`src/rtl/cdb_broadcaster_pkg.sv`:
```
// Shared CDB definitions: default sizing and the broadcast packet seen by the ROB and
// reservation stations.
package cdb_broadcaster_pkg;

  localparam int CDB_NUM_FU       = 4;
  localparam int CDB_FIFO_DEPTH   = 2;
  localparam int CDB_ROB_ADDR_LEN = 5;
  localparam int CDB_XLEN         = 32;

  typedef struct packed {
    logic                        valid;
    logic [CDB_ROB_ADDR_LEN-1:0] rob_tag;
    logic [CDB_XLEN-1:0]         result;
  } cdb_packet_t;

  // Wraps an index that may exceed n by less than n back into 0..n-1.
  function automatic int rr_wrap(input int idx, input int n);
    return (idx >= n) ? idx - n : idx;
  endfunction

endpackage

```
`src/rtl/cdb_broadcaster_if.sv`:
```
// Bundle of FU result inputs, FU back-pressure, flush and the CDB broadcast outputs.
interface cdb_broadcaster_if #(
  parameter int NUM_FU       = cdb_broadcaster_pkg::CDB_NUM_FU,
  parameter int ROB_ADDR_LEN = cdb_broadcaster_pkg::CDB_ROB_ADDR_LEN,
  parameter int XLEN         = cdb_broadcaster_pkg::CDB_XLEN
);

  logic [NUM_FU-1:0]                   fu_valid;
  logic [NUM_FU-1:0][ROB_ADDR_LEN-1:0] fu_tag;
  logic [NUM_FU-1:0][XLEN-1:0]         fu_result;
  logic [NUM_FU-1:0]                   fu_ready;
  logic                                flush;
  logic                                cdb_to_rob;
  logic [ROB_ADDR_LEN-1:0]             rob_tag_from_cdb;
  logic [XLEN-1:0]                     cdb_result;

  // The FUs/ROB side drives results and flush; the broadcaster drives ready and the CDB.
  modport master (
    output fu_valid, fu_tag, fu_result, flush,
    input  fu_ready, cdb_to_rob, rob_tag_from_cdb, cdb_result
  );

  modport slave (
    input  fu_valid, fu_tag, fu_result, flush,
    output fu_ready, cdb_to_rob, rob_tag_from_cdb, cdb_result
  );

endinterface

```
`src/rtl/cdb_fu_fifo.sv`:
```
// Small per-FU result queue with synchronous active-low reset and flush; push is ignored
// when full and pop is ignored when empty.
module cdb_fu_fifo #(
  parameter int DEPTH = 2,
  parameter int WIDTH = 37
) (
  input  logic                     clk,
  input  logic                     reset,
  input  logic                     flush,
  input  logic                     push,
  input  logic                     pop,
  input  logic [WIDTH-1:0]         din,
  output logic [WIDTH-1:0]         dout,
  output logic [$clog2(DEPTH):0]   count,
  output logic                     full,
  output logic                     empty
);

  localparam int PW = $clog2(DEPTH);
  localparam logic [PW:0] DEPTH_CNT = (PW+1)'(DEPTH);

  logic [WIDTH-1:0] mem [DEPTH];
  logic [PW-1:0]    rd_ptr;
  logic [PW-1:0]    wr_ptr;
  logic             do_push;
  logic             do_pop;

  assign full    = (count == DEPTH_CNT);
  assign empty   = (count == '0);
  assign do_push = push && !full;
  assign do_pop  = pop && !empty;
  assign dout    = mem[rd_ptr];

  // NOTE: sequential state uses non-blocking assignments so every flop samples pre-edge values.
  always_ff @(posedge clk) begin
    if (!reset || flush) begin
      rd_ptr <= '0;
      wr_ptr <= '0;
      count  <= '0;
    end else begin
      if (do_push) wr_ptr <= wr_ptr + 1'b1;
      if (do_pop)  rd_ptr <= rd_ptr + 1'b1;
      case ({do_push, do_pop})
        2'b10:   count <= count + 1'b1;
        2'b01:   count <= count - 1'b1;
        default: count <= count;
      endcase
    end
  end

  // NOTE: storage is deliberately not reset; count and pointers alone define what is valid.
  always_ff @(posedge clk) begin
    if (reset && !flush && do_push) mem[wr_ptr] <= din;
  end

endmodule

```
`src/rtl/cdb_broadcaster.sv`:
```
// CDB transmitter: queues FU results per unit and broadcasts one {tag, result} per cycle
// to the ROB and reservation stations through a round-robin arbiter.
module cdb_broadcaster
  import cdb_broadcaster_pkg::*;
#(
  parameter int NUM_FU       = CDB_NUM_FU,
  parameter int FIFO_DEPTH   = CDB_FIFO_DEPTH,
  parameter int ROB_ADDR_LEN = CDB_ROB_ADDR_LEN,
  parameter int XLEN         = CDB_XLEN
) (
  input logic              clk,
  input logic              reset,
  cdb_broadcaster_if.slave bus
);

  localparam int IW = (NUM_FU > 1) ? $clog2(NUM_FU) : 1;
  localparam int CW = $clog2(FIFO_DEPTH) + 1;
  localparam logic [CW-1:0] DEPTH_CNT = CW'(FIFO_DEPTH);

  typedef struct packed {
    logic [ROB_ADDR_LEN-1:0] rob_tag;
    logic [XLEN-1:0]         result;
  } entry_t;

  logic [NUM_FU-1:0]       push;
  logic [NUM_FU-1:0]       pop;
  logic [NUM_FU-1:0]       full;
  logic [NUM_FU-1:0]       empty;
  logic [CW-1:0]           fifo_count [NUM_FU];
  entry_t                  head       [NUM_FU];
  logic [IW-1:0]           scan_idx   [NUM_FU];
  logic [IW-1:0]           rr_ptr;
  logic [IW-1:0]           grant_idx;
  logic                    grant_valid;
  logic                    cdb_valid_q;
  logic [ROB_ADDR_LEN-1:0] cdb_tag_q;
  logic [XLEN-1:0]         cdb_result_q;

  for (genvar i = 0; i < NUM_FU; i++) begin : g_fu
    assign push[i]         = bus.fu_valid[i] && !full[i];
    assign pop[i]          = grant_valid && (grant_idx == IW'(i));
    // Ready depends only on stored occupancy, never on this cycle's pop or fu_valid.
    assign bus.fu_ready[i] = (fifo_count[i] != DEPTH_CNT);
    assign scan_idx[i]     = IW'(rr_wrap(int'(rr_ptr) + i, NUM_FU));

    cdb_fu_fifo #(
      .DEPTH (FIFO_DEPTH),
      .WIDTH ($bits(entry_t))
    ) u_fifo (
      .clk   (clk),
      .reset (reset),
      .flush (bus.flush),
      .push  (push[i]),
      .pop   (pop[i]),
      .din   ({bus.fu_tag[i], bus.fu_result[i]}),
      .dout  (head[i]),
      .count (fifo_count[i]),
      .full  (full[i]),
      .empty (empty[i])
    );
  end

  // NOTE: every always_comb output gets a default up front so no path can infer a latch.
  always_comb begin
    grant_valid = 1'b0;
    grant_idx   = '0;
    for (int k = 0; k < NUM_FU; k++) begin
      if (!grant_valid && !empty[scan_idx[k]]) begin
        grant_valid = 1'b1;
        grant_idx   = scan_idx[k];
      end
    end
  end

  // The ROB never stalls, so a grant is a committed broadcast; tag/data hold when idle.
  always_ff @(posedge clk) begin
    if (!reset) begin
      rr_ptr       <= '0;
      cdb_valid_q  <= 1'b0;
      cdb_tag_q    <= '0;
      cdb_result_q <= '0;
    end else if (bus.flush) begin
      rr_ptr      <= '0;
      cdb_valid_q <= 1'b0;
    end else begin
      cdb_valid_q <= grant_valid;
      if (grant_valid) begin
        rr_ptr       <= IW'(rr_wrap(int'(grant_idx) + 1, NUM_FU));
        cdb_tag_q    <= head[grant_idx].rob_tag;
        cdb_result_q <= head[grant_idx].result;
      end
    end
  end

  assign bus.cdb_to_rob       = cdb_valid_q;
  assign bus.rob_tag_from_cdb = cdb_tag_q;
  assign bus.cdb_result       = cdb_result_q;

endmodule

```
`src/flat_wrapper.sv`:
```
// flat-port wrapper written by rule: the top's interface ports become plain ports
module cdb_broadcaster_flat import cdb_broadcaster_pkg::*;
#(
  parameter int NUM_FU       = CDB_NUM_FU,
  parameter int FIFO_DEPTH   = CDB_FIFO_DEPTH,
  parameter int ROB_ADDR_LEN = CDB_ROB_ADDR_LEN,
  parameter int XLEN         = CDB_XLEN
)
  (clk, reset, bus_fu_valid, bus_fu_tag, bus_fu_result, bus_flush, bus_fu_ready, bus_cdb_to_rob, bus_rob_tag_from_cdb, bus_cdb_result);
  cdb_broadcaster_if #(.NUM_FU(NUM_FU), .ROB_ADDR_LEN(ROB_ADDR_LEN), .XLEN(XLEN)) bus_i ();
  input logic clk;
  input logic reset;
  input wire logic [$bits(bus_i.fu_valid)-1:0] bus_fu_valid;
  input wire logic [$bits(bus_i.fu_tag)-1:0] bus_fu_tag;
  input wire logic [$bits(bus_i.fu_result)-1:0] bus_fu_result;
  input wire logic [$bits(bus_i.flush)-1:0] bus_flush;
  output wire logic [$bits(bus_i.fu_ready)-1:0] bus_fu_ready;
  output wire logic [$bits(bus_i.cdb_to_rob)-1:0] bus_cdb_to_rob;
  output wire logic [$bits(bus_i.rob_tag_from_cdb)-1:0] bus_rob_tag_from_cdb;
  output wire logic [$bits(bus_i.cdb_result)-1:0] bus_cdb_result;
  assign bus_i.fu_valid = bus_fu_valid;
  assign bus_i.fu_tag = bus_fu_tag;
  assign bus_i.fu_result = bus_fu_result;
  assign bus_i.flush = bus_flush;
  assign bus_fu_ready = bus_i.fu_ready;
  assign bus_cdb_to_rob = bus_i.cdb_to_rob;
  assign bus_rob_tag_from_cdb = bus_i.rob_tag_from_cdb;
  assign bus_cdb_result = bus_i.cdb_result;
  cdb_broadcaster #(.NUM_FU(NUM_FU), .FIFO_DEPTH(FIFO_DEPTH), .ROB_ADDR_LEN(ROB_ADDR_LEN), .XLEN(XLEN)) u_core (.clk(clk), .reset(reset), .bus(bus_i));
endmodule
```
`config.mk`:
```
export PLATFORM = sky130hd
export DESIGN_NAME = cdb_broadcaster_flat
export DESIGN_NICKNAME = d
export VERILOG_FILES = /design/src/rtl/cdb_broadcaster_pkg.sv /design/src/rtl/cdb_broadcaster_if.sv /design/src/rtl/cdb_fu_fifo.sv /design/src/rtl/cdb_broadcaster.sv /design/src/flat_wrapper.sv
export SDC_FILE = /design/constraint.sdc
export NUM_CORES = 1
export LEC_CHECK = 0
export CELL_PAD_IN_SITES_DETAIL_PLACEMENT = 1
export CELL_PAD_IN_SITES_GLOBAL_PLACEMENT = 1
export CORE_MARGIN = 2
export CORE_UTILIZATION = 49
export CTS_CLUSTER_SIZE = 16
export DETAILED_ROUTE_END_ITERATION = 8
export HOLD_SLACK_MARGIN = 0.02
export PLACE_DENSITY_LB_ADDON = 0.2
export SYNTH_ARGS = -nofsm -noshare
export SYNTH_HDL_FRONTEND = slang
export SYNTH_SLANG_ARGS = --single-unit
```
`constraint.sdc`:
```
create_clock -name clk -period 15.25 [get_ports clk]
set_input_delay 4.575 -clock clk [delete_from_list [all_inputs] [get_ports clk]]
set_output_delay 4.575 -clock clk [all_outputs]
set_load 0.1 [all_outputs]
```
-- After elaboration in Yosys (flattened, before gate mapping)
Memories as Yosys holds them, arrays and structs flattened. A register that Yosys moved wholly into a read port is not among the register bits.
Cells that the tools add are included.
- multiplexer cells: 44
- multipliers: 0
- bitwise logic cells: 3
- add/subtract/negate cells: 25
- eq/ne operators: 19
- divide/modulo/power cells: 0
- reductions and logical operators: 51
- $lt $le $gt $ge: 10
- shifts and indexed selects: 0
- operators with widths (cell ; count):
    37-bit binary-select mux with 2-bit select ; 1
    37-bit 2-to-1 mux ; 2
    1-bit logical AND ; 24
    1-bit 2-to-1 mux ; 24
    2-bit == test (second input constant) ; 10
    2-bit 2-to-1 mux ; 9
    2-bit by 1-bit subtractor with 2-bit output (second input constant) ; 9
    2-bit one-hot mux with 2 select lines ; 4
    3-bit greater-or-equal comparator (second input constant) ; 5
    1-bit logical NOT ; 15
    2-bit by 3-bit less-than comparator with 1-bit output (second input constant) ; 4
    2-bit by 1-bit == test with 1-bit output (second input constant) ; 5
    2-bit logical NOT ; 5
    1-bit adder (second input constant) ; 8
    2-bit by 1-bit adder with 2-bit output (second input constant) ; 4
    1-bit binary-select mux with 2-bit select ; 4
    2-bit != test (second input constant) ; 4
    2-bit nonzero test ; 4
    2-bit by 1-bit adder with 3-bit output (second input constant) ; 2
    2-bit by 2-bit adder with 3-bit output (second input constant) ; 2
    2-bit by 3-bit greater-or-equal comparator with 1-bit output (second input constant) ; 1
    2-bit NOT with 3-bit output ; 1
    1-bit NOT ; 2
    2-bit AND reduction ; 1
    other kinds (2) ; 2
- ROM bits: 0
- register bits after elaboration: 56
- input port bits: 155
- bits in latches: 0
- RAM bits: 296
- memories kept: 4
- memories (memory ; words ; bits a word ; rd ports ; clocked after Yosys merged registers in ; write ports ; RTL line ; source):
    u_core.g_fu[0].u_fifo.mem ; 2 ; 37 ; 1 ; 1 ; 1 ; cdb_fu_fifo.sv:22 ; logic [WIDTH-1:0] mem [DEPTH];
    u_core.g_fu[1].u_fifo.mem ; 2 ; 37 ; 1 ; 1 ; 1 ; cdb_fu_fifo.sv:22 ;
    u_core.g_fu[2].u_fifo.mem ; 2 ; 37 ; 1 ; 1 ; 1 ; cdb_fu_fifo.sv:22 ;
    u_core.g_fu[3].u_fifo.mem ; 2 ; 37 ; 1 ; 1 ; 1 ; cdb_fu_fifo.sv:22 ;

-- Logic depth before layout (Yosys ltp)
Gate-level depths: netlist of the first run.
- depth in word-level cells: 19
- depth in mapped cells: 9
- gate-level depth less buffers: 7

-- Modules after synthesis
From an unflattened synthesis of the first run, not the netlist that was laid out.
- cells, all modules: 810
- area, all modules: 14114.8 um^2
- by module, submodules not included (module ; cells each ; sequential area each (um^2) ; area an instance (um^2) ; times used):
    cdb_fu_fifo ; 142 ; 2322.2 ; 2887.8 ; 4
    cdb_broadcaster ; 242 ; 800.8 ; 2563.7 ; 1

-- Worst setup path before layout of the first run
Ideal clock, no wire load.
- path type: input to register
- from: in bus_flush
- to: mem u_core.g_fu[0].u_fifo.mem[0][0], enable pin
- arrival: 7.473 ns
- stages on the path: 3
- buffers on the path: 1
- library setup time: 0.477 ns
- setup slack: 7.299 ns
- cell sequence: nand2b_1 -> clkbuf_1 -> nor3_1
- cells in the longest elaborated chain, start to end: 5
- ends and longest elaborated chain (element ; RTL line ; source):
    start, declared ; flat_wrapper.sv:16 ; input wire logic [$bits(bus_i.flush)-1:0] bus_flush;
    1-bit logical NOT ; cdb_fu_fifo.sv:53 ; if (reset && !flush && do_push) mem[wr_ptr] <= din;
    1-bit logical AND (2 in a row) ; cdb_fu_fifo.sv:53 ;
    1-bit 2-to-1 mux ; cdb_fu_fifo.sv:53 ;
    1-bit 2-to-1 mux (implied by the code) ; cdb_fu_fifo.sv:53 ;
    end, declared ; cdb_fu_fifo.sv:22 ;
No other way between the ends.

-- Final worst setup path of the first run
- from: reg u_core.g_fu[0].u_fifo.count[0]
- to: out bus_fu_ready[0]
- cells in the longest elaborated chain, start to end: 1
- ends and longest elaborated chain (element ; RTL line ; source):
    start, declared ; cdb_fu_fifo.sv:14 ; output logic [$clog2(DEPTH):0] count,
    start signal, assigned ; cdb_fu_fifo.sv:44 ; 2'b10: count <= count + 1'b1;
    start signal, assigned ; cdb_fu_fifo.sv:45 ; 2'b01: count <= count - 1'b1;
    start signal, assigned ; cdb_fu_fifo.sv:46 ; default: count <= count;
    2-bit != test ; cdb_broadcaster.sv:43 ; assign bus.fu_ready[i] = (fifo_count[i] != DEPTH_CNT);
    end, declared ; flat_wrapper.sv:17 ; output wire logic [$bits(bus_i.fu_ready)-1:0] bus_fu_ready;
No other way between the ends.

==> results.cfg, run 1 <==
[die]
io_pins = 197
initial_core_util_pct = 49.41
die_height_um = 173.7
core-area_mm2 = 0.02855
rows = 62
die_x_um = 173.7
dieArea_mm2 = 0.03016

[routing]
drc = 0
wl_per_cell_um = 25.02
routed_via_density = 5.717
wirelength_um = 36930
via_count = 8439
drt_first_pass_iters = 5
postRouteAntennaNets = 0
detail_route.iter0.violations = 653

[worst_hold_path]
min_path_cells = 2
hold_class = flop to flop
worstHoldStart = u_core.g_fu[1].u_fifo.rd_ptr

[power]
pwr-share-clk_pct = 31.1
switchingPower_w = 0.001003
power_leakage_nw = 5.702
pwr-share-comb_pct = 27.7
peakVddDrop_v = 0.0001005
internal_power_w = 0.001894
powerDensity_mw_per_mm2 = 163.2
p_sw_share_pct = 34.61
seq_power_share_pct = 41.2

[cells_and_area]
multiInputGateArea_mm2 = 0.003796
stdcell_area_mm2 = 0.01775
drive_gt1_share_pct = 17.78
final_nets = 1221
area_growth_pct = 25.81
seq_area_mm2 = 0.01009
n_fill_cell = 2594

[global_routing]
grt_max_degree = 44
track_usage_pct = 24.55
grt_antenna_before_repair = 2
grt_overflow = 0
grt_pass1_wl_um = 55620
grt_pass1_vias = 9215

[yosys]
synth_xor_area_share_pct = 0.9935
yosysTopAreaCell = edfxtp_1
synthesis.area_mm2 = 0.01410
synth_warnings = 0
syn_nets = 1020
ys_ff_latch = 356
synthMuxAreaShare_pct = 14.11
synth_cell_types = 40
synthArstFlopShare_pct = 0
seq_area_frac_synth_pct = 71.53
synth_top_family_by_area = multiplexers
synth_cells = 861
ys.flop_type = edfxtp_1
synth.top_cell.area_share_pct = 63.02
syn_area_per_cell_um2 = 16.38
synth-edff-count = 296
synthSimpleGateAreaFrac_pct = 2.910
synth-compound-area-share_pct = 7.984
synth_area_leaders = edfxtp_1 63%, dfxtp_1 8.5%, mux2_2 6.5%, mux2i_1 5.3%, mux2_1 2.4%
synthAdderAreaFrac_pct = 0.3548

[placement]
post_dp_cell_area_mm2 = 0.01651
port_buffers = 196
place.gp.congestion = 0.7601
hpwlAfterDp_um = 23960
preCtsSetupSlack_ns = 8.436

[job]
drv_cap = 0

[timing]
setup_violations = 0
relSlewSlack_pct = 19.45
fin_ws_ns = 8.292
fmax_mhz = 143.7
fin_setup_tns_ns = 0
fin_skew_ns = 0.01646
period_needed_ns = 6.958
finalHoldViolCount = 0
rsz0062_at_grt = no
drv_slew = 0
worstMarginPinSlew_ns = 1.204
fin_crit_sh_pct = 45.62

[clocking]
cts_buffers = 38
post_cts_buffers = 0
cts_tree = built
cts_sinks = 356
cts.path.max_buffers = 3
clock_latency_ns = 0.52
htree_levels = 2
cts_resized = 0
root_buffer = clkbuf_16
clk_pin_slew_ns = 0.06
cts-hold-fix-buffers = 0

[setup_path]
r2r-end = u_core.bus.cdb_result[0]
r2r_slack_ns = 12.39
crit_type = flop to primary output
setup.worst_path.end_class = primary output
cp.arrival_ns = 2.38
required_ns = 10.68
rr_worst_depth = 6
worstReg2RegStart = u_core.g_fu[0].u_fifo.count[0]
startpoint = u_core.g_fu[0].u_fifo.count[0]
worstSetupStartpointType = flop
crit_fanout = 9

[status]
status = complete, no violations
area by class of cell:
type | instances | share of cell area (%)
clock buffer | 55 | 6.346
multi-input combinational | 443 | 21.39
timing repair buffer | 217 | 11.92
antenna | 1 | 0.01410
inverter | 6 | 0.1269
sequential | 356 | 56.89
clock inverter | 14 | 0.6134
tap | 384 | 2.707
power by group through the flow:
stage / clock network (W) / logic, W / registers, W
floorplan: 0 / 0.000281 / 0.00148
global placement: 0 / 0.000777 / 0.00121
detailed placement: 0 / 0.000797 / 0.00121
CTS: 0.000915 / 0.000803 / 0.00119
global route: 0.000950 / 0.000837 / 0.00120
finish: 0.000902 / 0.000801 / 0.00119
cells in the mapped netlist (all sizes together), types with 2 or more instances:
| library cell | count |
|---|---|
| mux2 | 111 |
| xor2 | 4 |
| edfxtp | 296 |
| a21oi | 16 |
| buf | 19 |
| o32ai | 38 |
| or3 | 4 |
| nor3 | 10 |
| a211oi | 3 |
| nor4 | 3 |
| nand2b | 5 |
| nor2 | 59 |
| ha | 4 |
| xnor2 | 12 |
| dfxtp | 60 |
| inv | 6 |
| nand2 | 7 |
| o21ai | 48 |
| mux2i | 74 |
| or4 | 2 |
| a221oi | 37 |
| clkbuf | 37 |
cells by family (layout without fill, tap and decap cells):
| group | Yosys count | count (layout) |
|---|---|---|
| flip-flops | 356 | 356 |
| multiplexers | 185 | 185 |
| AO/OA/AOI/OAI | 146 | 146 |
| AND/OR/NAND/NOR | 92 | 92 |
| buffers and inverters | 62 | 292 |
| XOR/XNOR | 16 | 16 |
| adder cells (fa/ha/maj) | 4 | 4 |
| other | 0 | 1 |
state kept, by name (all words and copies together) (netlist names), named ones only:
register	flops
u_core.g_fu.u_fifo.rd_ptr	4
u_core.bus.cdb_result	32
u_core.g_fu.u_fifo.wr_ptr	4
u_core.g_fu.u_fifo.mem	296
u_core.rr_ptr	2
u_core.bus.cdb_to_rob	1
u_core.bus.rob_tag_from_cdb	5
u_core.g_fu.u_fifo.count	8
cells in the final DEF (no fill, tap or decap), types with 15 or more instances in the layout:
cell             count
edfxtp_1           296
clkdlybuf4s50_1    195
mux2_2              81
mux2i_1             74
nor2_1              59
dfxtp_1             56
o21ai_0             46
clkbuf_16           39
o32ai_1             37
mux2_1              30
a221oi_1            27
buf_4               21
a21oi_1             15
worst max-delay path: stages, from the launching register on:
cell and delay (ns):
dfxtp_1 0.53, nand2b_1 0.18, clkdlybuf4s50_1 1.15
metrics by stage:
stage | util, % | hold WS [ns] | total power, W | instances
floorplan | - | 0.4809 | 0.001765 | 861
global placement | 57.83 | 0.4913 | 0.001988 | 1406
detailed placement | 57.83 | 0.5077 | 0.002009 | 1406
CTS | 62.15 | 0.5260 | 0.002912 | 1475
global route | 62.15 | 0.5658 | 0.002989 | 1475
finish | 62.16 | 0.5228 | 0.002896 | 1476
metal layers:
layer	global-route usage (%)	vias up	share of wire, %
met3	4.189	67	5.9
met4	7.528	2	2.6
met5	0	-	0.022
met2	42.70	302	50
li1	-	3791	-
met1	31.65	4277	41
worst max-delay path by stage:
stage | end | slack, ns | cells after the start
CTS | bus_fu_ready[0] | 8.27 | 2
floorplan | u_core.g_fu[0].u_fifo.mem[0][0] | 7.30 | 3
global route | bus_fu_ready[0] | 8.21 | 2
global placement | u_core.bus.cdb_result[17] | 8.58 | 5
detailed placement | u_core.bus.cdb_result[7] | 8.44 | 5
finish | bus_fu_ready[0] | 8.29 | 2
(Power assumes the default switching activity.)
==> run 2, diff against run 1 <==
CORE_UTILIZATION = 46   (was 49)
clock period = 7.1 ns   (was 15.25 ns; I/O delays follow)
==> results.cfg, run 2 (synthesis gave the netlist of run 1 again) <==
[status]
status = complete, no violations

[timing]
finalHoldViolCount = 0
fin_ws_ns = 2.634
holdWs_ns = 0.5291
setup_violations = 0
drv_slew = 0
fin_crit_sh_pct = 62.90
worstMarginPinSlew_ns = 1.217
fin_setup_tns_ns = 0
fin_skew_ns = 0.01563
fmax_mhz = 223.9
relSlewSlack_pct = 18.58
rsz0062_at_grt = no
period_needed_ns = 4.466

[die]
die_height_um = 179.1
io_pins = 197
dieArea_mm2 = 0.03208
initial_core_util_pct = 46.35
rows = 64
die_x_um = 179.1
core-area_mm2 = 0.03043

[cells_and_area]
regMostFlops = u_core.g_fu.u_fifo.mem
final_common_cell = edfxtp_1
largest_reg_flops = 296
final_nets = 1220
final_cell_mix = 296 x edfxtp_1, 195 x clkdlybuf4s50_1, 81 x mux2_2
fin_util_pct = 58.36
area_growth_pct = 25.91
drive_gt1_share_pct = 17.16
n_fill_cell = 2796

[power]
power_leakage_nw = 5.706
powerDensity_mw_per_mm2 = 349.3
peakVddDrop_v = 0.0002126

[global_routing]
grt_max_degree = 42
grt_pass1_wl_um = 52680
track_usage_pct = 22.17
grt_pass1_vias = 9016
grt_antenna_before_repair = 1
grt_overflow = 0

[clocking]
post_cts_buffers = 0
cts_resized = 0
cts_sinks = 356
htree_levels = 2
root_buffer = clkbuf_16
cts_tree = built
clock_latency_ns = 0.51
cts_buffers = 37
cts-hold-fix-buffers = 0
cts.path.max_buffers = 3
clk_pin_slew_ns = 0.06

[setup_path]
crit_type = flop to primary output
setup.worst_path.end_class = primary output
worstSetupStartpointType = flop
crit_fanout = 9
slowest_stage = clkdlybuf4s50_1
slowest_delay_ns = 1.14
required_ns = 4.97
cp.arrival_ns = 2.34
path_cells = nand2b_1 > clkdlybuf4s50_1

[routing]
detail_route.iter0.violations = 701
wl_per_cell_um = 23.66
postRouteAntennaNets = 0
drc = 0
drt_first_pass_iters = 5
via_count = 8346
routed_via_density = 5.613
wirelength_um = 35190

[placement]
port_buffers = 196
preCtsSetupSlack_ns = 2.557
hpwlAfterDp_um = 23520
place.gp.congestion = 0.7922

[job]
drv_cap = 0

[worst_hold_path]
hold_class = flop to flop
[run 2: cell count changes in the layout (fill, tap and decap cells not counted)]
cell / change
dfxtp_4: +1
clkbuf_1: +1
bufinv_16: +2
clkinvlp_4: -4
clkinv_2: -2
clkinv_1: +5
inv_6: +1
clkbuf_8: -4
dfxtp_2: -1
[run 2: worst max-delay path: cells and delay by family (launching register included)]
family	cells	cell delay (ns)
buffers and inverters	1	1.14
flip-flops	1	0.51
AND/OR/NAND/NOR	1	0.18
[run 2: final cells by class]
class	instances	area [um2]	area share (%)
antenna	1	2.502	0.01409
tap	396	495.5	2.790
multi-input combinational	443	3796	21.38
timing repair buffer	217	2115	11.91
clock inverter	16	156.4	0.8807
sequential	356	10100	56.86
inverter	6	22.52	0.1268
clock buffer	52	1075	6.052
[run 2: stage by stage]
stage | instances | cell area (um2) | power (W)
floorplan | 861 | 14100 | 0.003792
global route | 1486 | 17760 | 0.006421
finish | 1487 | 17760 | 0.006204
global placement | 1418 | 16530 | 0.004258
detailed placement | 1418 | 16530 | 0.004303
CTS | 1486 | 17760 | 0.006251
[run 2: per-layer routing]
metal	track usage, %	wire (um)	vias to the layer above
li1	-	-	3788
met1	29.46	15180	4267
met2	37.63	17390	244
met3	3.817	1835	47
met4	6.116	777	0
met5	0	0	-
[run 2: worst paths after layout]
check | startpoint | end | slack (ns) | depth (start not counted)
setup / recovery | u_core.g_fu[0].u_fifo.count[0] | bus_fu_ready[0] | 2.63 | 2
hold / removal | u_core.g_fu[2].u_fifo.rd_ptr | u_core.g_fu[2].u_fifo.rd_ptr | 0.53 | 2
setup reg to reg | u_core.g_fu[0].u_fifo.count[0] | u_core.bus.cdb_result[1] | 4.42 | 4
hold reg to reg | u_core.g_fu[2].u_fifo.rd_ptr | u_core.g_fu[2].u_fifo.rd_ptr | 0.53 | 2
[run 2: report_power, final]
group | leakage, nW | internal [W] | switching (W)
Sequential | 3.19 | 0.00241 | 0.000152
Clock | 0.602 | 0.00117 | 0.000780
Combinational | 1.92 | 0.000516 | 0.00118
Total | 5.71 | 0.00409 | 0.00211
==> run 3, diff against run 2 <==
CORE_UTILIZATION = 41   (was 46)
clock period = 3.65 ns   (was 7.1 ns; I/O delays follow)
==> results.cfg, run 3 (synthesis gave the netlist of run 1 again) <==
[power]
powerDensity_mw_per_mm2 = 673.9
peakVddDrop_v = 0.0005034
power_leakage_nw = 5.832

[placement]
place.gp.congestion = 0.7638
post_dp_cell_area_mm2 = 0.01666
place_inst = 1477
port_buffers = 196
hpwlAfterDp_um = 24050

[die]
die_height_um = 189.5
initial_core_util_pct = 41.85
io_pins = 197
dieArea_mm2 = 0.03590
die_x_um = 189.5
core-area_mm2 = 0.03370
rows = 67

[setup_path]
cp_common_cell = buf_4
slowest_delay_ns = 0.49
path_cells = clkdlybuf4s50_1 > nand2b_1 > buf_4 > nor3_2 > buf_4
required_ns = 3.82
startpoint = bus_flush
crit_type = primary input to flop
cp.arrival_ns = 2.95
crit_fanout = 21
worstReg2RegStart = u_core.g_fu[2].u_fifo.count[0]
slowest_stage = clkdlybuf4s50_1
worstSetupStartpointType = primary input
setup.worst_path.end_class = flop

[cells_and_area]
final_common_cell = edfxtp_1
final_cell_mix = 296 x edfxtp_1, 153 x clkdlybuf4s50_1, 81 x mux2_2
drive_gt1_share_pct = 21.70
seq_area_mm2 = 0.01010
regMostFlops = u_core.g_fu.u_fifo.mem
largest_reg_flops = 296
area_growth_pct = 26.86
n_fill_cell = 3194
multiInputGateArea_mm2 = 0.003834
final_nets = 1228
fin_cells = 1546
stdcell_area_mm2 = 0.01789

[routing]
routed_via_density = 5.437
via_count = 8405
wirelength_um = 37210
postRouteAntennaNets = 0
detail_route.iter0.violations = 573
wl_per_cell_um = 24.07
drt_first_pass_iters = 5
drc = 0

[timing]
relSlewSlack_pct = 21.14
fin_skew_ns = 0.01447
period_needed_ns = 2.774
setup_violations = 0
holdWs_ns = 0.5178
drv_slew = 0
rsz0062_at_grt = no
finalHoldViolCount = 0
worstMarginPinSlew_ns = 1.183
fin_crit_sh_pct = 76.01
fmax_mhz = 360.4

[job]
drv_cap = 0

[global_routing]
grt_pass1_wl_um = 56210
grt_max_degree = 76
grt_antenna_before_repair = 2
grt_pass1_vias = 9081
grt_overflow = 0
track_usage_pct = 20.98

[clocking]
root_buffer = clkbuf_16
clock_latency_ns = 0.52
cts_sinks = 356
htree_levels = 2
post_cts_buffers = 0
cts_tree = built
cts_resized = 0
cts-hold-fix-buffers = 0
cts_buffers = 38
cts.path.max_buffers = 3
clk_pin_slew_ns = 0.06

[worst_hold_path]
worstHoldStart = u_core.g_fu[1].u_fifo.rd_ptr
hold_class = flop to flop

[status]
status = complete, no violations
run 3: path summary, 6_finish.rpt:
path	to	slack, ns	cells after the start
setup reg to reg	u_core.g_fu[3].u_fifo.count[1]	1.15	6
hold reg to reg	u_core.g_fu[1].u_fifo.rd_ptr	0.52	2
hold / removal	u_core.g_fu[1].u_fifo.rd_ptr	0.52	2
setup / recovery	u_core.g_fu[3].u_fifo.mem[1][36]	0.88	5
run 3: critical path: cells and delay by family:
family / cells / cell delay, ns
buffers and inverters: 3 / 1.20
AND/OR/NAND/NOR: 2 / 0.64
run 3: layout make-up:
| type | instances | area share (%) |
|---|---|---|
| well taps | 448 | 3.133 |
| clock inverters | 14 | 0.8671 |
| inverters | 6 | 0.1259 |
| multi-input cells | 443 | 21.43 |
| repair buffers | 224 | 12.01 |
| diodes | 1 | 0.01399 |
| flip-flops and latches | 356 | 56.43 |
| clock buffers | 54 | 5.993 |
run 3: metrics by stage:
stage               power, W  util, %  setup WS, ns  setup TNS (ns)
global route         0.01252    53.09        0.7768               0
CTS                  0.01217    53.09        0.8600               0
floorplan           0.007376        -        -1.056          -78.14
global placement    0.008323    49.45        0.4413               0
detailed placement  0.008386    49.45        0.3394               0
finish               0.01206    53.10        0.8755               0
run 3: layer usage:
metal | wire length, um | track usage [%] | up-vias
li1 | - | - | 3815
met1 | 16690 | 28.93 | 4300
met2 | 17790 | 34.08 | 228
met3 | 1794 | 3.596 | 60
met4 | 927 | 6.470 | 2
met5 | 13 | 0 | -
run 3: power breakdown:
| group | internal [W] | total, W | switching [W] |
|---|---|---|---|
| Sequential | 0.00469 | 0.00498 | 0.000296 |
| Combinational | 0.000971 | 0.00331 | 0.00234 |
| Clock | 0.00226 | 0.00376 | 0.00150 |
